File: src/rtl/round_stream_ctrl.sv
// Frame sequencer between CAM1 and the rounding stage: strobes perform_round per accepted beat
// and buffers rounded results in a small FIFO. Optional clamp: define ROUND_STREAM_SAT_EN.
module round_stream_ctrl #(
    parameter int unsigned INPUT_LEN  = 64,
    parameter int unsigned DATA_W     = 32,
    parameter int unsigned FIFO_DEPTH = 4
) (
    input  logic              clk,
    input  logic              reset,
    input  logic              start,
    input  logic              cam_valid,
    input  logic [DATA_W-1:0] cam_data,
    output logic              cam_ready,
    output logic [DATA_W-1:0] rnd_in,
    output logic              perform_round,
    input  logic [DATA_W-1:0] round_data,
    output logic              out_valid,
    output logic [DATA_W-1:0] out_data,
    output logic              out_last,
    input  logic              out_ready,
    output logic              busy,
    output logic              done
`ifdef ROUND_STREAM_SAT_EN
    ,
    output logic              sat_flag
`endif
);

    localparam int unsigned CntW = (INPUT_LEN > 1) ? $clog2(INPUT_LEN) : 1;
    localparam int unsigned PtrW = $clog2(FIFO_DEPTH);
    localparam int unsigned OccW = $clog2(FIFO_DEPTH + 1);
    localparam logic [CntW-1:0] LastBeat = CntW'(INPUT_LEN - 1);
    localparam logic [OccW-1:0] FullCnt  = OccW'(FIFO_DEPTH);

    typedef enum logic [1:0] {StIdle, StRun, StDrain, StDone} state_e;

    state_e            state_q, state_d;
    logic [CntW-1:0]   beat_cnt_q, beat_cnt_d;
    logic [DATA_W:0]   mem_q [FIFO_DEPTH];
    logic [PtrW-1:0]   wr_ptr_q, rd_ptr_q;
    logic [OccW-1:0]   count_q, count_d;
    logic              fifo_full, fifo_empty;
    logic              accept, pop, is_last;
    logic [DATA_W-1:0] wr_data;

    assign fifo_full  = (count_q == FullCnt);
    assign fifo_empty = (count_q == '0);
    assign is_last    = (beat_cnt_q == LastBeat);

    assign accept        = cam_valid & cam_ready;
    assign perform_round = accept;
    assign rnd_in        = cam_data;

    assign out_valid = !fifo_empty;
    assign pop       = out_valid & out_ready;
    assign out_data  = fifo_empty ? '0 : mem_q[rd_ptr_q][DATA_W-1:0];
    assign out_last  = !fifo_empty & mem_q[rd_ptr_q][DATA_W];

    // FSM state register
    always_ff @(posedge clk) begin
        if (reset) begin
            state_q <= StIdle;
        end else begin
            state_q <= state_d;
        end
    end

    // FSM next state
    always_comb begin
        state_d = state_q;
        case (state_q)
            StIdle:  if (start) state_d = StRun;
            StRun:   if (accept && is_last) state_d = StDrain;
            StDrain: if (count_d == '0) state_d = StDone;
            StDone:  state_d = StIdle;
            default: state_d = StIdle;
        endcase
    end

    // FSM outputs
    always_comb begin
        cam_ready = 1'b0;
        busy      = 1'b1;
        done      = 1'b0;
        case (state_q)
            StIdle:  busy = 1'b0;
            StRun:   cam_ready = !fifo_full;
            StDone:  done = 1'b1;
            default: ;
        endcase
    end

    always_comb begin
        count_d = count_q;
        case ({accept, pop})
            2'b10:   count_d = count_q + OccW'(1);
            2'b01:   count_d = count_q - OccW'(1);
            default: ;
        endcase
    end

    always_comb begin
        beat_cnt_d = beat_cnt_q;
        if (state_q == StIdle && start) begin
            beat_cnt_d = '0;
        end else if (accept) begin
            beat_cnt_d = is_last ? '0 : beat_cnt_q + CntW'(1);
        end
    end

    always_ff @(posedge clk) begin
        if (reset) begin
            beat_cnt_q <= '0;
            count_q    <= '0;
            wr_ptr_q   <= '0;
            rd_ptr_q   <= '0;
        end else begin
            beat_cnt_q <= beat_cnt_d;
            count_q    <= count_d;
            if (accept) wr_ptr_q <= wr_ptr_q + PtrW'(1);
            if (pop)    rd_ptr_q <= rd_ptr_q + PtrW'(1);
        end
    end

    // Storage needs no reset: out_data/out_last are masked while the FIFO is empty.
    always_ff @(posedge clk) begin
        if (accept) mem_q[wr_ptr_q] <= {is_last, wr_data};
    end

`ifdef ROUND_STREAM_SAT_EN
    localparam logic signed [DATA_W-1:0] SatMax = DATA_W'(127);
    localparam logic signed [DATA_W-1:0] SatMin = DATA_W'(-128);

    logic signed [DATA_W-1:0] rnd_s;
    logic                     sat_hi, sat_lo;
    logic                     sat_flag_q, sat_flag_d;

    assign rnd_s   = round_data;
    assign sat_hi  = (rnd_s > SatMax);
    assign sat_lo  = (rnd_s < SatMin);
    assign wr_data = sat_hi ? SatMax : (sat_lo ? SatMin : round_data);

    always_comb begin
        sat_flag_d = sat_flag_q;
        if (state_q == StIdle && start) begin
            sat_flag_d = 1'b0;
        end else if (accept && (sat_hi || sat_lo)) begin
            sat_flag_d = 1'b1;
        end
    end

    always_ff @(posedge clk) begin
        if (reset) begin
            sat_flag_q <= 1'b0;
        end else begin
            sat_flag_q <= sat_flag_d;
        end
    end

    assign sat_flag = sat_flag_q;
`else
    assign wr_data = round_data;
`endif

endmodule

File: config.mk
export PLATFORM = sky130hd
export DESIGN_NAME = round_stream_ctrl
export DESIGN_NICKNAME = d
export VERILOG_FILES = /design/src/rtl/round_stream_ctrl.sv
export SDC_FILE = /design/constraint.sdc
export NUM_CORES = 1
export LEC_CHECK = 0
export BUFFER_PORTS_ARGS = -buffer_cell sky130_fd_sc_hd__buf_2
export CAP_MARGIN = 25
export CORE_MARGIN = 2
export CORE_UTILIZATION = 40
export DETAILED_ROUTE_END_ITERATION = 16
export GPL_TIMING_DRIVEN = 0
export RECOVER_POWER = 25
export SLEW_MARGIN = 5
export SYNTH_ARGS = -nofsm -noshare
export SYNTH_HDL_FRONTEND = slang
export SYNTH_SLANG_ARGS = --single-unit
export TNS_END_PERCENT = 20
File: constraint.sdc
create_clock -name clk -period 2.7 [get_ports clk]
set_input_delay 0.135 -clock clk [delete_from_list [all_inputs] [get_ports clk]]
set_output_delay 0.135 -clock clk [all_outputs]
set_load 0.02 [all_outputs]
==> results by stage <==
Outcome:
- The flow ran to the end, and the final reports show no timing, DRC or antenna violations.

Synth:
- The number of cells produced by synthesis is 346.
- The post-synthesis sequential area ratio is 0.702.
- The share of synthesized area in the top cell type comes to 0.647.
- The most instantiated flip-flop cell in the synthesis netlist is edfxtp_1.
- The synthesized-area fraction occupied by ao, oa, aoi and oai cells was 0.00939.
- The proportion of synthesized area in mux cells is 0.123.
- The synthesized area per cell is approximately 18 sq um.
- After synthesis, the largest family of logic cells by area is multiplexers.
- Sorting the synthesized cells by how often they occur yields edfxtp_1 (132), and2_1 (38), mux4_2 (33).
- Yosys attributes the largest share of cell area to edfxtp_1 (65%), mux4_2 (12%), dfxtp_1 (5.6%).
- Summing every instance area after synthesis gives 6130 sq um.
- The adder and majority cell fraction of the synthesized area is 0.0257.
- The area share of and/or/nand/nor cells after synthesis is 0.0700.
- Counting distinct cell types in the post-synthesis netlist gives 33.
- The total nets after synthesis is 427.
- The count of yosys warnings during synthesis is 0.
- The cell with the most instances after synthesis is edfxtp_1.
- The flip-flop and latch count after synthesis is 149.
- The parity-gate share of the synthesized area counting xor and xnor cells is 0.0157.
- Summed over all instances, the cell type with the most area after synthesis is edfxtp_1.
- The async set-or-reset flop fraction in the synthesized netlist is 0.
- Counting flops with a built-in enable in the synthesized netlist gives 132.

GRT:
- The global routing usage summed across all routing layers is 0.153.
- Entering global routing, the biggest net connects 19 pins.
- The via count of the first global-routing pass was 3454.
- Summed over all layers, the global routing overflow is 0.
- The number of antenna violations at the first check in global routing is 0.
- The first global-routing pass estimated around 18 mm of wire.

Cells and area:
- In the final layout, flip-flops and latches occupy 4310 sq um.
- The antenna diode count is 0.
- After routing the design area is 7960 sq um.
- The multi-input combinational cells in the finished layout cover a total of 1520 sq um.
- Of the cells placed in the final design, the portion with a size suffix greater than 1 is 0.339.
- The post-layout utilization of the core is 0.527.
- Fill cells in the final layout number 1282.
- For this run, the post-layout net count is 590.
- From synthesis to final layout, the design area changed by 29.8%.

Setup path:
- The worst endpoint required time is just over 3000 ps.
- The startpoint type of the worst setup path is a flip-flop.
- The startpoint identified for the worst register-to-register timing path is count_q[0]$_SDFF_PP0_.
- STA classifies the critical path endpoint as a flip-flop.
- At the worst endpoint, the arrival time is 2870 ps.
- The setup check on the worst reg-to-reg path leaves a slack of 160 ps.
- The terminus of the critical flop-to-flop path is state_q[0]$_SDFFE_PP0P_.
- The beginning of the critical path is count_q[0]$_SDFF_PP0_.
- The number of cells traversed by the worst register-to-register path is 10.
- The path type of the worst setup path is reg -> reg.
- The critical path ends at state_q[0]$_SDFFE_PP0P_.
- Of all nets on the critical path, the largest fanout is 8.

Worst hold path:
- The depth of the worst hold-timing path is 3.
- The type of the tightest min-delay check is in -> reg.

Timing:
- The transition time at the pin with the least slew margin is 707 ps.
- Measured against its own limit, the worst slew margin works out to 0.528.
- Setup repair after global routing could not meet its margin everywhere.
- The final setup skew is 8.07 ps.
- The count of endpoints failing setup in the final report is 0.
- The number of failing hold endpoints at the final stage is 0.
- The time the worst path needs with I/O delays and setup is between 2000 and 3000 ps.
- The share of the cycle needed by the critical path after routing is 0.941.
- The highest clock frequency the design can meet is 394 MHz.
- The total count of max-transition violations in the final report is 0.

Drt:
- In the routed layout, each cell is associated on average with a via count of 4.77.
- Once detail routing completed, the nets flagged for antenna violations numbered 0.
- The routed wire length is around 12 mm.
- The via count is 3384.
- Dividing the detail-routed wire length by the instance count gives between 15 and 20 um.
- The length of the first detailed-routing pass in iterations is 4.
- The DRC violations left is 0.
- The violation count after the first detailed-route iteration is between 200 and 300.

Power and ir drop:
- The leakage dissipation is 0.00288 uW.
- The share of total power consumed by net switching is 0.284.
- The switching power of the nets is just over 2000 uW.
- The internal power of the cells totals just over 5000 uW.
- Across the VDD grid, the largest voltage drop is 0.460 mV.
- The sequential fraction of design power is 0.384.
- Of the total power, combinational logic draws 0.265.
- Dividing total power by cell area gives a power density of around 900 nW/um^2.
- Of the total power, the clock network draws 0.351.

Clocking:
- The number of buffers inserted during clock tree synthesis is 17.
- CTS built an H-tree with a depth of 4.
- The longest clock path from root to sink contains 2 buffers.
- The count of clock tree sinks is 149.
- The root buffer cell is clkbuf_16.
- The TritonCTS clock tree is done.
- The post-CTS clock slew at the launch and capture registers of the worst setup and hold paths is 60 ps.
- For the worst-skew pair, the clock arrives at the later sink with an insertion delay of around 420 ps.

Floorplan:
- The region available for standard cell placement spans 15100 sq um.
- The I/O pin count is ~140.
- The starting utilization of the core area is 0.406.
- Row generation in the floorplan step produced 45 rows.
- The die extent in x is 128 um.
- Measured along the y axis, the die boundary spans 128 um.
- The area of the die is 16300 sq um.

Run:
- The tool flagged a number of max-cap violations equal to 0.

Placed design:
- The routability-driven placement congestion ratio is approximately 0.8.
- The count of buffers added on input and output ports is 106.
- The detailed placement HPWL is 7.63 mm.
- After detailed placement, the total cell area comes to roughly 7000 sq um.
[flip-flops by register name, indices dropped and copies added, names as in the netlist, named ones only]
name	flops
wr_ptr_q	2
state_q	2
beat_cnt_q	6
rd_ptr_q	2
count_q	3
mem_q	132
[layer usage]
| metal | part of all wire | track usage |
|---|---|---|
| met5 | 0 | 0 |
| met4 | 0.016 | 0.0621 |
| met3 | 0.047 | 0.0463 |
| met2 | 0.49 | 0.250 |
| met1 | 0.44 | 0.192 |
[worst max-delay path, cell delays in order (launching register included)]
cell      delay (ps)
dfxtp_1          370
or3_4            470
and2_1           220
ha_1             210
inv_1             70
fa_1             170
xor2_1           160
nor2_1            70
xor2_1           150
a211o_1          330
a211oi_1         230
[power by group through the flow]
| stage | clock network, uW | registers, uW | logic, uW |
|---|---|---|---|
| after floorplan | 0 | 2780 | 1290 |
| after global placement | 0 | 2800 | 1830 |
| after detailed placement | 0 | 2800 | 1890 |
| after CTS | 2560 | 2750 | 1940 |
| after global routing | 2670 | 2770 | 2100 |
| final | 2520 | 2750 | 1900 |
[stage by stage]
stage / setup TNS (ps) / setup WS [ps] / instances / hold slack, ps / total power [uW]
finish: 0 / 159 / 710 / 28.0 / 7170
global route: -26.2 / -9.80 / 710 / 60.6 / 7540
CTS: 0 / 25.4 / 706 / 25.1 / 7250
detailed placement: -272 / -174 / 644 / 355 / 4690
global placement: -60310 / -473 / 640 / 346 / 4630
floorplan: 0 / 54.6 / 346 / 234 / 4070
[timing repair]
| action | CTS | global route |
|---|---|---|
| setup endpoints to repair | 2 | 6 |
| hold buffers | 32 | 0 |
| pin swaps | 0 | 1 |
| endpoints found under the hold margin | 128 | 0 |
| setup buffers | 0 | 4 |
| resized for setup | 4 | 4 |
| cloned | 0 | 0 |
[logic make-up after synthesis]
kind of cell / count (synthesis)
mux: 34
flops: 149
compound gates: 8
simple gates: 77
xor+xnor: 11
fa+ha+maj: 12
buf+inv: 55
[final cells by class]
type                    count  share of cell area
flip-flops and latches    149               0.541
repair buffers            146               0.117
multi-input cells         142               0.191
well taps                 188              0.0296
clock inverters            14              0.0263
plain buffers              44              0.0363
inverters                   9             0.00425
clock buffers              18              0.0539
[placed cells by master, fill, tap and decap left out, drive strengths merged, types with 10 or more instances in the layout]
cell,count
edfxtp,132
buf,103
clkbuf,73
and2,38
mux4,33
dlygate4sd3,32
dfxtp,17
nor2,15
ha,11
nand2,10
[worst min path at each step]
stage                    from                       to  slack, ps
2_1_floorplan   round_data[0]    mem_q[0][0]$_DFFE_PP_        230
3_3_place_gp    round_data[1]    mem_q[2][1]$_DFFE_PP_        350
3_5_place_dp   round_data[29]   mem_q[3][29]$_DFFE_PP_        350
4_1_cts                 reset  state_q[1]$_SDFFE_PP0P_         30
5_1_grt                 reset  state_q[1]$_SDFFE_PP0P_         60
6_report                reset  state_q[1]$_SDFFE_PP0P_         30
No activity file was read; power rests on OpenSTA's default activity.
